## config.mk

```make
export PLATFORM = sky130hd
export DESIGN_NAME = uart_rx
export DESIGN_NICKNAME = d
export VERILOG_FILES = /design/src/rtl/uart_pkg.sv /design/src/rtl/sync_2ff.sv /design/src/rtl/uart_rx.sv
export SDC_FILE = /design/constraint.sdc
export NUM_CORES = 1
export LEC_CHECK = 0
export BUFFER_PORTS_ARGS = -buffer_cell sky130_fd_sc_hd__buf_2
export CAP_MARGIN = 25
export CELL_PAD_IN_SITES_DETAIL_PLACEMENT = 0
export CELL_PAD_IN_SITES_GLOBAL_PLACEMENT = 1
export CORE_ASPECT_RATIO = 2
export CORE_MARGIN = 4
export CORE_UTILIZATION = 48
export CTS_CLUSTER_DIAMETER = 30
export DETAILED_ROUTE_END_ITERATION = 12
export HOLD_SLACK_MARGIN = 0.06
export PLACE_DENSITY_LB_ADDON = 0.1
export SETUP_SLACK_MARGIN = 0.1
export SYNTH_ARGS = -nofsm -noshare
export SYNTH_HDL_FRONTEND = slang
export SYNTH_SLANG_ARGS = --single-unit
```

## constraint.sdc

```tcl
create_clock -name sysclk -period 4.98 [get_ports sysclk]
set_input_delay 0.498 -clock sysclk [delete_from_list [all_inputs] [get_ports sysclk]]
set_output_delay 0.498 -clock sysclk [all_outputs]
set_load 0.005 [all_outputs]
```

## src/rtl/uart_pkg.sv

```systemverilog
// Shared UART definitions: receiver state encoding, frame width and default baud divisor.
package uart_pkg;

    typedef enum logic [1:0] {
        IDLE  = 2'd0,
        START = 2'd1,
        DATA  = 2'd2,
        STOP  = 2'd3
    } uart_state_t;

    localparam int UART_DATA_BITS    = 8;
    localparam int UART_DEFAULT_BAUD = 125000000 / 115200;

endpackage

```

## src/rtl/sync_2ff.sv

```systemverilog
// Two-flop synchronizer for asynchronous board inputs; reset value is a parameter.
module sync_2ff #(
    parameter logic RESET_VAL = 1'b1
) (
    input  logic clk,
    input  logic rst,
    input  logic d,
    output logic q
);

    logic meta_r;
    logic q_r;

    // Two-stage capture of the asynchronous input
    always_ff @(posedge clk) begin
        if (rst) begin
            meta_r <= RESET_VAL;
            q_r    <= RESET_VAL;
        end else begin
            meta_r <= d;
            q_r    <= meta_r;
        end
    end

    assign q = q_r;

endmodule

```

## src/rtl/uart_rx.sv

```systemverilog
// 8N1 UART receiver with mid-bit sampling and a one-entry valid/ready output register.
// Optional UART_RX_ERROR_FLAGS_EN adds frame_error and overrun pulse outputs.
module uart_rx
    import uart_pkg::*;
#(
    parameter int BAUD_LENGTH_IN_CYCLES = UART_DEFAULT_BAUD,
    parameter int SAMPLE_OFFSET         = BAUD_LENGTH_IN_CYCLES / 2
) (
    input  logic                      sysclk,
    input  logic                      rst,
    input  logic                      UART_RX,
    output logic [UART_DATA_BITS-1:0] data_out,
    output logic                      data_out_valid,
    input  logic                      data_out_ready,
    output logic                      busy
`ifdef UART_RX_ERROR_FLAGS_EN
    ,
    output logic                      frame_error,
    output logic                      overrun
`endif
);

    localparam int CNT_W = $clog2(BAUD_LENGTH_IN_CYCLES) + 1;
    localparam logic [CNT_W-1:0] SAMPLE_LAST = CNT_W'(SAMPLE_OFFSET - 1);
    localparam logic [CNT_W-1:0] BAUD_LAST   = CNT_W'(BAUD_LENGTH_IN_CYCLES - 1);

    logic                      cur_s;
    logic                      prev_r;
    logic                      fall_s;
    uart_state_t               state_r;
    logic [CNT_W-1:0]          cnt_r;
    logic [3:0]                bit_idx_r;
    logic [UART_DATA_BITS-1:0] shift_r;
    logic [UART_DATA_BITS-1:0] data_out_r;
    logic                      data_out_valid_r;
    logic                      busy_r;
`ifdef UART_RX_ERROR_FLAGS_EN
    logic                      frame_error_r;
    logic                      overrun_r;
`endif

    sync_2ff #(
        .RESET_VAL(1'b1)
    ) u_sync (
        .clk (sysclk),
        .rst (rst),
        .d   (UART_RX),
        .q   (cur_s)
    );

    // Previous synchronized line value for falling-edge detection
    always_ff @(posedge sysclk) begin
        if (rst) begin
            prev_r <= 1'b1;
        end else begin
            prev_r <= cur_s;
        end
    end

    assign fall_s = prev_r & ~cur_s;

    // Frame FSM, bit sampling and output holding register
    always_ff @(posedge sysclk) begin
        if (rst) begin
            state_r          <= IDLE;
            cnt_r            <= '0;
            bit_idx_r        <= 4'd0;
            shift_r          <= '0;
            data_out_r       <= '0;
            data_out_valid_r <= 1'b0;
            busy_r           <= 1'b0;
`ifdef UART_RX_ERROR_FLAGS_EN
            frame_error_r    <= 1'b0;
            overrun_r        <= 1'b0;
`endif
        end else begin
`ifdef UART_RX_ERROR_FLAGS_EN
            frame_error_r <= 1'b0;
            overrun_r     <= 1'b0;
`endif
            // A consumed byte clears valid unless a new byte is loaded below
            if (data_out_valid_r && data_out_ready) begin
                data_out_valid_r <= 1'b0;
            end

            case (state_r)
                IDLE: begin
                    if (fall_s) begin
                        cnt_r   <= '0;
                        state_r <= START;
                        busy_r  <= 1'b1;
                    end
                end
                START: begin
                    if (cnt_r == SAMPLE_LAST) begin
                        cnt_r <= '0;
                        if (!cur_s) begin
                            bit_idx_r <= 4'd0;
                            state_r   <= DATA;
                        end else begin
                            state_r <= IDLE;
                            busy_r  <= 1'b0;
                        end
                    end else begin
                        cnt_r <= cnt_r + 1'b1;
                    end
                end
                DATA: begin
                    if (cnt_r == BAUD_LAST) begin
                        cnt_r     <= '0;
                        shift_r   <= {cur_s, shift_r[UART_DATA_BITS-1:1]};
                        bit_idx_r <= bit_idx_r + 4'd1;
                        if (bit_idx_r == 4'(UART_DATA_BITS - 1)) begin
                            state_r <= STOP;
                        end
                    end else begin
                        cnt_r <= cnt_r + 1'b1;
                    end
                end
                STOP: begin
                    if (cnt_r == BAUD_LAST) begin
                        cnt_r   <= '0;
                        state_r <= IDLE;
                        busy_r  <= 1'b0;
                        if (cur_s) begin
                            // Holding register free or being drained this cycle
                            if (!data_out_valid_r || data_out_ready) begin
                                data_out_r       <= shift_r;
                                data_out_valid_r <= 1'b1;
                            end
`ifdef UART_RX_ERROR_FLAGS_EN
                            else begin
                                overrun_r <= 1'b1;
                            end
`endif
                        end
`ifdef UART_RX_ERROR_FLAGS_EN
                        else begin
                            frame_error_r <= 1'b1;
                        end
`endif
                    end else begin
                        cnt_r <= cnt_r + 1'b1;
                    end
                end
                default: begin
                    state_r <= IDLE;
                    cnt_r   <= '0;
                    busy_r  <= 1'b0;
                end
            endcase
        end
    end

    assign data_out       = data_out_r;
    assign data_out_valid = data_out_valid_r;
    assign busy           = busy_r;
`ifdef UART_RX_ERROR_FLAGS_EN
    assign frame_error    = frame_error_r;
    assign overrun        = overrun_r;
`endif

endmodule
```

==> results of run 1 <==
-- cell type report --
cell class / instances / area (um2) / area share [%]
multi-input cells: 164 / 1061 / 49.97
flip-flops and latches: 39 / 780.7 / 36.77
repair buffers: 15 / 77.57 / 3.653
clock buffers: 5 / 68.82 / 3.241
well taps: 51 / 63.81 / 3.005
clock inverters: 2 / 37.54 / 1.768
inverters: 9 / 33.78 / 1.591
-- metrics by stage --
stage	utilization, %	instance area [um2]
global route	54.67	2123
floorplan	-	1934
CTS	54.54	2118
finish	54.67	2123
global placement	51.80	2012
detailed placement	51.80	2012
-- per-layer routing --
layer / global-route usage (%) / share of wire (%) / vias up
li1: - / - / 831
met1: 20.71 / 37 / 793
met2: 35.54 / 58 / 33
met3: 2.748 / 2.4 / 9
met4: 8.268 / 2.1 / 0
met5: 0 / 0 / -
-- registers in the layout, indices dropped and copies added (netlist names), named ones only --
signal	flops
u_sync.q	1
cnt_r	12
shift_r	8
prev_r	1
data_out	8
state_r	1
u_sync.meta_r	1
busy	1
data_out_valid	1
bit_idx_r	4
-- logic make-up after synthesis --
family,after synthesis,share of synthesized area [%]
AOI/OAI and AO/OA,56,19.47
xor gates and xnor gates,2,0.9057
adders and majority gates,4,2.587
buffers and inverters,23,4.786
DFF,39,40.36
muxes,12,6.274
and+or+nand+nor,90,25.62
-- cells in the final DEF (no fill, tap or decap), types with 2 or more instances in the layout --
master and count:
sky130_fd_sc_hd__buf_2 14, sky130_fd_sc_hd__o22ai_1 2, sky130_fd_sc_hd__nor3b_1 2, sky130_fd_sc_hd__nand2_1 21, sky130_fd_sc_hd__nor2_1 13, sky130_fd_sc_hd__o21ai_0 13
sky130_fd_sc_hd__xor2_1 2, sky130_fd_sc_hd__nor2b_1 6, sky130_fd_sc_hd__nor4_1 5, sky130_fd_sc_hd__nand3_1 14, sky130_fd_sc_hd__mux2i_1 11, sky130_fd_sc_hd__a211oi_1 4
sky130_fd_sc_hd__o21a_1 2, sky130_fd_sc_hd__nand4_1 3, sky130_fd_sc_hd__dfxtp_1 39, sky130_fd_sc_hd__o211ai_1 3, sky130_fd_sc_hd__a21oi_1 15, sky130_fd_sc_hd__o31a_1 2
sky130_fd_sc_hd__and3_1 3, sky130_fd_sc_hd__a41oi_1 2, sky130_fd_sc_hd__inv_1 8, sky130_fd_sc_hd__and4_1 2, sky130_fd_sc_hd__o221ai_1 2, sky130_fd_sc_hd__o2111ai_1 4
sky130_fd_sc_hd__nor3_1 4, sky130_fd_sc_hd__nand2b_1 5, sky130_fd_sc_hd__or2_2 4, sky130_fd_sc_hd__ha_1 4, sky130_fd_sc_hd__clkbuf_8 5
-- final timing paths --
path / startpoint / endpoint / slack (ns)
hold / removal: UART_RX / u_sync.meta_r$_SDFF_PP1_ / 0.39
hold reg to reg: u_sync.meta_r$_SDFF_PP1_ / u_sync.q$_SDFF_PP1_ / 0.42
setup reg to reg: cnt_r[0]$_SDFFE_PP0P_ / state_r[0]$_SDFFE_PP0P_ / 2.69
setup / recovery: cnt_r[0]$_SDFFE_PP0P_ / state_r[0]$_SDFFE_PP0P_ / 2.69
-- critical path, stage by stage, from the launching register on --
cell	delay, ns
sky130_fd_sc_hd__dfxtp_1	0.42
sky130_fd_sc_hd__ha_1	0.19
sky130_fd_sc_hd__nor4bb_1	0.62
sky130_fd_sc_hd__a31oi_4	0.33
sky130_fd_sc_hd__a211oi_1	0.29
sky130_fd_sc_hd__mux2_1	0.34
-- report_power, final --
group / switching, mW / internal [mW] / total [mW]
sequential: 0.0177 / 0.322 / 0.339
clock: 0.111 / 0.146 / 0.257
combinational: 0.0523 / 0.0305 / 0.0828
==> run metrics, run 1 <==
outcome=complete, no violations; final number of max-transition violations=0; gpl congestion=about 0.8; number of cells upsized or downsized after cts=0; overall power consumption=0.6796 mW; Synth Register Bits=39; maximum clock path buffer count=2; critical path class=reg2reg; top area cells in the synthesized netlist=sky130_fd_sc_hd__dfxtp_1, sky130_fd_sc_hd__mux2i_1, sky130_fd_sc_hd__nand2_1; wire length per cell after detailed routing=~16 um; overall die width=52.89 um; number of setup violations in the final report=0; required arrival time at the worst endpoint=5.16 ns; synthesized area divided by synthesized cell count=8.559 um2; Yosys warning total=0; Min-Delay Path Depth=2; full die area=5171 um2; total placed cells including tap cells=around 280; post-DP HPWL=between 3000 and 4000 um; Layout fillers=400; number of distinct library cells after synthesis=46; fraction of the yosys area taken by sequential cells=between 40% and 50%; CTS clk-pin slew, worst paths=about 0.080 ns; number of cell rows=32; number of levels in the clock H-tree=2; number of buffers created by CTS=5; starting density of the core=between 40% and 50%; Final Worst Setup Slack=2.690 ns; CTS tree=built; instance count of the mapped netlist=226; worst vdd ir=238.5 uV; final worst clock skew=0.006808 ns; fmax=between 400 and 500 MHz; leading area contributor after synthesis=sky130_fd_sc_hd__dfxtp_1; fraction of final layout cells with drive strength greater than 1=12.82%; vias in the first global route=1640; data arrival time of the worst path=roughly 2.5 ns; clk sink count=39; drt drc=0; Worst slew margin=a little under half; Power per Cell Area=approximately 320 nW/um2; count of routing violations after the opening detailed-route iteration=24; hold-fix buffer count after cts=0; ant diodes=0; number of enable flip-flop cells after synthesis=0; r2r worst-path depth=5; average vias per placed instance=about 5.8; unrepaired setup endpoints after global routing=no; startpoint class of the critical path=flop; endpoints failing hold=0; actual slew at the worst max-slew pin=slightly above 0.8 ns; number of nets in the final layout=between 200 and 250; hold slack final=between 0.3 and 0.4 ns; crit path time final=between 2 and 2.5 ns; Non-Filler Instances=285; iteration count of the initial detailed-routing pass=6; max-capacitance violation count=0; pre-CTS worst setup slack=2.533 ns; synth-to-layout area growth=9.767%; total negative setup slack=0 ns; most common cell in the synthesized netlist=sky130_fd_sc_hd__dfxtp_1; Worst Setup End Kind=flop; IO Port Bufs=13; critical path peak fanout=19; Post-Syn Nets=~230; area share of the largest cell type after synthesis=40.36%; pin count of the biggest net entering global routing=33; Core Area=a little under 4000 um2; part of the cycle the worst path needs=between 40% and 50%; global-route wire length before repair=approximately 7600 um; class of the most critical hold timing path=in2reg; Remaining Overflow, GRT=0; most used flip-flop cell after synthesis=sky130_fd_sc_hd__dfxtp_1; share of flip-flops with an asynchronous set or reset=0%; Boundary Pins=14; insertion delay to the later sink of the worst-skew pair=around 0.29 ns; total via count after detailed routing=roughly 1700; setup repair bufs after CTS=0; total detailed-routing wirelength=4454 um; cell area after synthesis=~1900 um2; vertical extent of the die=between 90 and 100 um; Static Leakage=about 0.81 nW; Clock Tree Root=sky130_fd_sc_hd__clkbuf_8; top cell types by occurrence after synthesis=sky130_fd_sc_hd__dfxtp_1, sky130_fd_sc_hd__nand2_1, sky130_fd_sc_hd__a21oi_1; initial antenna violation count=0; GR Util All Layers=between 10% and 20%; Antenna Nets Post-Route=0
No activity file was read; power rests on OpenSTA's default activity.
==> run 2, diff against run 1 <==
--- a/config.mk
+++ b/config.mk
@@ -11,7 +11,7 @@
 export CELL_PAD_IN_SITES_GLOBAL_PLACEMENT = 1
 export CORE_ASPECT_RATIO = 2
 export CORE_MARGIN = 4
-export CORE_UTILIZATION = 48
+export CORE_UTILIZATION = 40
 export CTS_CLUSTER_DIAMETER = 30
 export DETAILED_ROUTE_END_ITERATION = 12
 export HOLD_SLACK_MARGIN = 0.06
==> constraint.sdc (replaced) <==
create_clock -name sysclk -period 2 [get_ports sysclk]
set_input_delay 0.2 -clock sysclk [delete_from_list [all_inputs] [get_ports sysclk]]
set_output_delay 0.2 -clock sysclk [all_outputs]
set_load 0.005 [all_outputs]
==> run 2 against run 1 <==
  * Core utilization is 5.7 points lower
  * Combinational power increased to 3.1 times the previous value
  * Critical endpoint is now bit_idx_r[2]$_SDFFE_PP0P_
  * Critical path depth grew 3
  * Critical path type unchanged
  * Worst hold slack got worse by 0.30 ns
  * Non-clock buffer count rose by 14
  * Final area is 7.1% higher
  * Worst setup slack worse by 2.5 ns
  * Clock-buffer cell count unchanged
  * First-iteration DRC count increased by 8.3%
  * Sequential share of layout area down 2.4 points
  * Clock power rose to 2.5 times the previous value
  * Via count grew 3.1%
==> run metrics, run 2 (synthesized netlist as in run 1, its figures left out) <==
max-capacitance violation count=0 (unchanged); Worst Setup End Kind=flop (unchanged); full die area=6080 um2 (was 5171 um2); class of the most critical hold timing path=in2reg (unchanged); unrepaired setup endpoints after global routing=no (unchanged); max reg flops=12 (unchanged); wire length per cell after detailed routing=15.67 um (was 15.63 um); Worst slew margin=66.64% (was 45.73%); number of nets in the final layout=256 (was 242); average vias per placed instance=5.670 (was 5.846); clk sink count=39 (unchanged); actual slew at the worst max-slew pin=0.4958 ns (was 0.8078 ns); slowest cell on the critical path=sky130_fd_sc_hd__dfxtp_1 (was sky130_fd_sc_hd__nor4bb_1); most crowded layer after global routing=met2 (unchanged); ant diodes=0 (unchanged); Clock Tree Root=sky130_fd_sc_hd__clkbuf_8 (unchanged); vias in the first global route=1729 (was 1640); fmax=556.6 MHz (was 436.8 MHz); starting density of the core=41.67% (was 49.81%); insertion delay to the later sink of the worst-skew pair=0.29 ns (about the same); Remaining Overflow, GRT=0 (unchanged); r2r worst-path depth=8 (was 5); HP Start=UART_RX (unchanged); global-route wire length before repair=8142 um (was 7590 um); Core Area=4642 um2 (was 3884 um2); endpoints failing hold=0 (unchanged); GR Util All Layers=16.81% (was 19.37%); GR met3 Demand/Resource=2.795% (was 2.748%); final worst clock skew=0.009764 ns (was 0.006808 ns); worst vdd ir=651.5 uV (was 238.5 uV); data arrival time of the worst path=2.01 ns (was 2.47 ns); total via count after detailed routing=1718 (was 1666); outcome=complete, no violations (unchanged); overall power consumption=1.755 mW (was 0.6796 mW); end of the worst register-to-register path=bit_idx_r[2]$_SDFFE_PP0P_ (was state_r[0]$_SDFFE_PP0P_); met1 Use GR=16.50% (was 20.71%); number of cell rows=35 (was 32); synth-to-layout area growth=17.59% (was 9.767%); CTS clk-pin slew, worst paths=0.07 ns (was 0.08 ns); Layout fillers=480 (was 400); most frequent standard cell in the layout excluding fill and tap cells=sky130_fd_sc_hd__dfxtp_1 (unchanged); drt drc=0 (unchanged); required arrival time at the worst endpoint=2.21 ns (was 5.16 ns); part of the cycle the worst path needs=89.84% (was 45.98%); crit path time final=1.797 ns (was 2.290 ns); vertical extent of the die=106.3 um (was 97.78 um); delay of the slowest cell on the worst path=0.32 ns (was 0.62 ns); post-DP HPWL=3655 um (was 3302 um); count of routing violations after the opening detailed-route iteration=26 (was 24); final number of max-transition violations=0 (unchanged); Boundary Pins=14 (unchanged); overall die width=57.17 um (was 52.89 um); internal reg-to-reg setup slack=0.20 ns (was 2.69 ns); Most common cell on crit path=sky130_fd_sc_hd__buf_4; critical path class=reg2reg (unchanged); cell family with the largest share of critical-path delay=buffers and inverters (was simple AND/OR/NAND/NOR gates); utilization of the core after routing=49.00% (was 54.67%); number of buffers created by CTS=5 (unchanged); Antenna Nets Post-Route=0 (unchanged); total negative setup slack=0 ns (unchanged); maximum clock path buffer count=2 (unchanged); number of setup violations in the final report=0 (unchanged); crit path cell chain=inv_1 > ha_1 > nor4bb_2 > buf_4 > a31oi_4 > buf_4 > a211oi_1 > mux2i_1 (was ha_1 > nor4bb_1 > a31oi_4 > a211oi_1 > mux2_1); fraction of final layout cells with drive strength greater than 1=19.35% (was 12.82%); worst r2r src=cnt_r[1]$_SDFFE_PP0P_ (was cnt_r[0]$_SDFFE_PP0P_); gpl congestion=0.7227 (was 0.7867); Power per Cell Area=771.5 nW/um2 (was 320.1 nW/um2); iteration count of the initial detailed-routing pass=4 (was 6); GR Util met2=32.98% (was 35.54%); CTS tree=built (unchanged); total detailed-routing wirelength=4749 um (was 4454 um); register ranked first by flip-flop count=cnt_r (unchanged); IO Port Bufs=13 (unchanged); Min-Delay Path Depth=2 (unchanged); Bufs and invs on worst path=3 (was 0); critical path peak fanout=5 (was 19); commonest cells after routing, fill and taps aside=sky130_fd_sc_hd__dfxtp_1, sky130_fd_sc_hd__nand2_1, sky130_fd_sc_hd__a21oi_1, sky130_fd_sc_hd__nand3_1, sky130_fd_sc_hd__buf_4 (was sky130_fd_sc_hd__dfxtp_1, sky130_fd_sc_hd__nand2_1, sky130_fd_sc_hd__a21oi_1, sky130_fd_sc_hd__nand3_1, sky130_fd_sc_hd__buf_2); initial antenna violation count=0 (unchanged); startpoint class of the critical path=flop (unchanged); end of the worst hold path=u_sync.meta_r$_SDFF_PP1_ (unchanged); pin count of the biggest net entering global routing=32 (was 33); Static Leakage=0.8939 nW (was 0.8148 nW); number of levels in the clock H-tree=2 (unchanged)
## run 2: worst max path at each step
stage | from | endpoint | slack [ns] | depth (start not counted)
floorplan | cnt_r[0]$_SDFFE_PP0P_ | state_r[0]$_SDFFE_PP0P_ | 0.11 | 5
global placement | cnt_r[8]$_SDFFE_PP0P_ | state_r[0]$_SDFFE_PP0P_ | 0.11 | 5
detailed placement | cnt_r[8]$_SDFFE_PP0P_ | state_r[0]$_SDFFE_PP0P_ | 0.11 | 5
CTS | cnt_r[0]$_SDFFE_PP0P_ | bit_idx_r[3]$_SDFFE_PP0P_ | 0.10 | 7
global route | cnt_r[1]$_SDFFE_PP0P_ | bit_idx_r[2]$_SDFFE_PP0P_ | 0.13 | 8
finish | cnt_r[1]$_SDFFE_PP0P_ | bit_idx_r[2]$_SDFFE_PP0P_ | 0.20 | 8
## run 2: power by group
part	switching, mW	internal (mW)
combinational	0.142	0.119
clock	0.283	0.365
sequential	0.0442	0.803
## run 2: through the flow
stage	std cells	cell area [um2]	hold slack, ns	setup slack [ns]
5_1_grt	303	2275	0.09152	0.1255
3_3_place_gp	294	2140	0.3866	0.1095
4_1_cts	301	2246	0.08562	0.1002
2_1_floorplan	226	1934	0.3038	0.1138
3_5_place_dp	294	2140	0.3874	0.1130
6_report	303	2275	0.09438	0.2033
## run 2: repair_timing
| action | CTS | global route |
|---|---|---|
| hold buffers | 0 | 0 |
| pin swaps | 1 | 2 |
| endpoints found under the setup margin | 1 | 21 |
| gates resized for setup | 0 | 5 |
| setup buffers | 0 | 2 |
## run 2: metal layers
layer  share of wire, %  wire (um)  vias up
li1                   -          -      857
met1                 37       1770      828
met2                 58       2766       21
met3                2.0         93       12
met4                2.5        119        0
met5                  0          0        -
## run 2: cell type report
class                      instances  area (um2)  share of cell area (%)
clock buffer                       5       68.82                   3.025
clock inverter                     2       37.54                   1.650
inverter                           9       33.78                   1.485
multi-input combinational        164        1074                   47.19
sequential                        39       782.0                   34.38
tap                               55       68.82                   3.025
timing repair buffer              29       210.2                   9.241
## run 2: worst reg2reg max path, delay by kind of cell, from the launching register on
| family | cells | cell delay [ns] |
|---|---|---|
| AND/OR/NAND/NOR | 1 | 0.28 |
| buffers and inverters | 3 | 0.44 |
| multiplexers | 1 | 0.23 |
| adder cells (fa/ha/maj) | 1 | 0.13 |
| AO/OA/AOI/OAI | 2 | 0.32 |
| flip-flops | 1 | 0.32 |
==> run 3, diff against run 2 <==
--- a/config.mk
+++ b/config.mk
@@ -5,13 +5,14 @@
 export SDC_FILE = /design/constraint.sdc
 export NUM_CORES = 1
 export LEC_CHECK = 0
+export ABC_AREA = 1
 export BUFFER_PORTS_ARGS = -buffer_cell sky130_fd_sc_hd__buf_2
 export CAP_MARGIN = 25
 export CELL_PAD_IN_SITES_DETAIL_PLACEMENT = 0
 export CELL_PAD_IN_SITES_GLOBAL_PLACEMENT = 1
 export CORE_ASPECT_RATIO = 2
-export CORE_MARGIN = 4
-export CORE_UTILIZATION = 40
+export CORE_MARGIN = 2
+export CORE_UTILIZATION = 38
 export CTS_CLUSTER_DIAMETER = 30
 export DETAILED_ROUTE_END_ITERATION = 12
 export HOLD_SLACK_MARGIN = 0.06
==> run 3 against run 2 <==
  * Non-clock buffer count fell by 12
  * Sequential share of layout area rose by 2.9 points
  * Clock skew fell by 0.0020 ns
  * Clock power rose by 2%
  * Register-to-register slack improved by 0.18 ns
  * Core utilization fell by 5.1 points
  * Final area fell by 7.8%
  * Via count fell by 4.1%
  * Cell count rose by 15%
  * Power fell by 3.8%
  * First-iteration DRC count rose by 35%
  * Largest power group unchanged
==> run metrics, run 3 <==
final worst clock skew=0.007809 ns (was 0.009764 ns); max-capacitance violation count=0 (unchanged); wire length per cell after detailed routing=10.40 um (was 15.67 um); number of levels in the clock H-tree=2 (unchanged); fraction of final layout cells with drive strength greater than 1=12.71% (was 19.35%); number of buffers created by CTS=5 (unchanged); maximum clock path buffer count=2 (unchanged); ant diodes=0 (unchanged); simple-gate area share of the yosys netlist=31.54% (was 25.61%); worst r2r src=cnt_r[0]$_SDFFE_PP0P_ (was cnt_r[1]$_SDFFE_PP0P_); final number of max-transition violations=0 (unchanged); final instance area=2097 um2 (was 2275 um2); average vias per placed instance=4.736 (was 5.670); CP startpoint=cnt_r[0]$_SDFFE_PP0P_ (was cnt_r[1]$_SDFFE_PP0P_); Worst slew margin=65.01% (was 66.64%); clk sink count=39 (unchanged); cell area after synthesis=1857 um2 (was 1934 um2); GR Util All Layers=15.65% (was 16.81%); Core Area=4775 um2 (was 4642 um2); endpoints failing hold=0 (unchanged); post-synthesis mux area share=0% (was 6.274%); Final Worst Setup Slack=0.3833 ns (was 0.2033 ns); Layout fillers=544 (was 480); full die area=5496 um2 (was 6080 um2); Post-Syn Nets=280 (was 234); Static Leakage=1.019 nW (was 0.8939 nW); critical path class=reg2reg (unchanged); instance count of the mapped netlist=272 (was 226); DP Area=1982 um2 (was 2140 um2); pre-CTS worst setup slack=0.2837 ns (was 0.1130 ns); number of enable flip-flop cells after synthesis=0 (unchanged); number of cells upsized or downsized after cts=0 (unchanged); vias in the first global route=1553 (was 1729); most used flip-flop cell after synthesis=sky130_fd_sc_hd__dfxtp_1 (unchanged); hold-fix buffer count after cts=0 (unchanged); Yosys warning total=0 (unchanged); most frequent standard cell in the layout excluding fill and tap cells=sky130_fd_sc_hd__nand2_1 (was sky130_fd_sc_hd__dfxtp_1); actual slew at the worst max-slew pin=0.5242 ns (was 0.4958 ns); Antenna Nets Post-Route=0 (unchanged); total negative setup slack=0 ns (unchanged); HP Start=UART_RX (unchanged); register ranked first by flip-flop count=cnt_r (unchanged); hold slack final=0.08639 ns (was 0.09438 ns); critical path peak fanout=11 (was 5); synthesized-area fraction occupied by ao, oa, aoi and oai cells=12.33% (was 19.47%); share of flip-flops with an asynchronous set or reset=0% (unchanged); fraction of the yosys area taken by sequential cells=42.05% (was 40.36%); gpl congestion=0.7320 (was 0.7227); number of distinct library cells after synthesis=23 (was 46); required arrival time at the worst endpoint=2.24 ns (was 2.21 ns); Post-Synth XOR/XNOR Area=0.4717% (was 0.9056%); most common cell in the synthesized netlist=sky130_fd_sc_hd__nand2_1 (was sky130_fd_sc_hd__dfxtp_1); Worst Setup End Kind=flop (unchanged); outcome=complete, no violations (unchanged); Boundary Pins=14 (unchanged); unrepaired setup endpoints after global routing=no (unchanged); startpoint class of the critical path=flop (unchanged); initial antenna violation count=0 (unchanged); combined area of the multi-input logic cells=875.8 um2 (was 1074 um2); area share of the largest cell type after synthesis=42.05% (was 40.36%); setup repair bufs after CTS=0 (unchanged); insertion delay to the later sink of the worst-skew pair=0.30 ns (was 0.29 ns); drt drc=0 (unchanged); number of nets in the final layout=298 (was 256); utilization of the core after routing=43.92% (was 49.00%); class of the most critical hold timing path=in2reg (unchanged); internal reg-to-reg setup slack=0.38 ns (was 0.20 ns); post-DP HPWL=2643 um (was 3655 um); starting density of the core=38.89% (was 41.67%); worst vdd ir=782.0 uV (was 651.5 uV); Remaining Overflow, GRT=0 (unchanged); count of routing violations after the opening detailed-route iteration=35 (was 26); Reg area=780.7 um2 (was 782.0 um2); Adder-Cell Fraction of Synth Area=2.695% (was 2.587%); iteration count of the initial detailed-routing pass=4 (unchanged); global-route wire length before repair=6555 um (was 8142 um); top cell types by occurrence after synthesis=sky130_fd_sc_hd__nand2_1, sky130_fd_sc_hd__inv_1, sky130_fd_sc_hd__nor2_1 (was sky130_fd_sc_hd__dfxtp_1, sky130_fd_sc_hd__nand2_1, sky130_fd_sc_hd__a21oi_1); CTS clk-pin slew, worst paths=0.07 ns (about the same); crit path time final=1.617 ns (was 1.797 ns); vertical extent of the die=102.9 um (was 106.3 um); leading area contributor after synthesis=sky130_fd_sc_hd__dfxtp_1 (unchanged); data arrival time of the worst path=1.86 ns (was 2.01 ns); pin count of the biggest net entering global routing=19 (was 32); synthesized area divided by synthesized cell count=6.826 um2 (was 8.559 um2); number of setup violations in the final report=0 (unchanged); Synth Register Bits=39 (unchanged); overall die width=53.43 um (was 57.17 um); synth-to-layout area growth=12.94% (was 17.59%); Clock Tree Root=sky130_fd_sc_hd__clkbuf_8 (unchanged); number of cell rows=36 (was 35); total via count after detailed routing=1648 (was 1718); max reg flops=12 (unchanged); dominant combinational cell family by area after synthesis=simple AND/OR/NAND/NOR gates (unchanged); Power per Cell Area=804.8 nW/um2 (was 771.5 nW/um2); part of the cycle the worst path needs=80.83% (was 89.84%); top area cells in the synthesized netlist=sky130_fd_sc_hd__dfxtp_1, sky130_fd_sc_hd__nand2_1, sky130_fd_sc_hd__inv_1 (was sky130_fd_sc_hd__dfxtp_1, sky130_fd_sc_hd__mux2i_1, sky130_fd_sc_hd__nand2_1); CTS tree=built (unchanged); fmax=618.6 MHz (was 556.6 MHz); commonest cells after routing, fill and taps aside=sky130_fd_sc_hd__nand2_1, sky130_fd_sc_hd__inv_1, sky130_fd_sc_hd__nor2_1, sky130_fd_sc_hd__dfxtp_1, sky130_fd_sc_hd__a21oi_1 (was sky130_fd_sc_hd__dfxtp_1, sky130_fd_sc_hd__nand2_1, sky130_fd_sc_hd__a21oi_1, sky130_fd_sc_hd__nand3_1, sky130_fd_sc_hd__buf_4); IO Port Bufs=13 (unchanged); total detailed-routing wirelength=3620 um (was 4749 um)
run 3: changes by cell type in the layout (fill, tap and decap cells not counted), sizes merged, moves of 6 or more:
cell and delta:
mux2i -11, nor2 +33, buf -12, nand2 +46, nor4 -6, nor2b -6
inv +35
run 3: critical path: stages (launching register included):
cell and delay (ns):
sky130_fd_sc_hd__dfxtp_1 0.42, sky130_fd_sc_hd__inv_1 0.07, sky130_fd_sc_hd__ha_1 0.19, sky130_fd_sc_hd__nand3_1 0.09
sky130_fd_sc_hd__nor2_2 0.06, sky130_fd_sc_hd__nand2_4 0.09, sky130_fd_sc_hd__nand2_1 0.07, sky130_fd_sc_hd__nand2_2 0.19
sky130_fd_sc_hd__inv_1 0.11, sky130_fd_sc_hd__o21ai_0 0.15, sky130_fd_sc_hd__nand3_1 0.09, sky130_fd_sc_hd__inv_1 0.05
run 3: power breakdown:
| part | leakage (nW) | switching (mW) | internal [mW] |
|---|---|---|---|
| combinational | 0.646 | 0.147 | 0.0600 |
| sequential | 0.315 | 0.0240 | 0.795 |
| clock | 0.0581 | 0.291 | 0.372 |
| total | 1.02 | 0.462 | 1.23 |
run 3: final cells by class:
cell class              count  share of cell area, %
well taps                  57                  3.401
multi-input cells         184                  41.77
clock inverters             3                  2.088
clock buffers               5                  3.282
inverters                  43                  7.697
flip-flops and latches     39                  37.23
repair buffers             17                  4.535
run 3: path summary, 6_finish.rpt:
path                            cells past startpoint                        to
worst max-delay path                               11     cnt_r[4]$_SDFFE_PP0P_
worst min-delay path                                2  u_sync.meta_r$_SDFF_PP1_
worst max register to register                     11     cnt_r[4]$_SDFFE_PP0P_
worst min register to register                      1       u_sync.q$_SDFF_PP1_
run 3: routing by layer:
layer	global-route usage [%]	part of all wire [%]	wire (um)
met4	7.101	2.7	97
met5	0	0	0
met3	3.043	3.3	118
met1	20.02	47	1701
met2	24.88	47	1703
run 3: kinds of logic (layout without fill, tap and decap cells):
group,Yosys count,count (layout)
DFF,39,39
buffers and inverters,49,68
adders and majority gates,4,4
xor gates and xnor gates,1,1
AOI/OAI and AO/OA,44,44
and+or+nand+nor,135,135
run 3: through the flow:
step	total power, mW	std cells
floorplan	0.9899	272
global placement	1.043	340
detailed placement	1.043	340
CTS	1.709	348
global route	1.776	348
finish	1.688	348
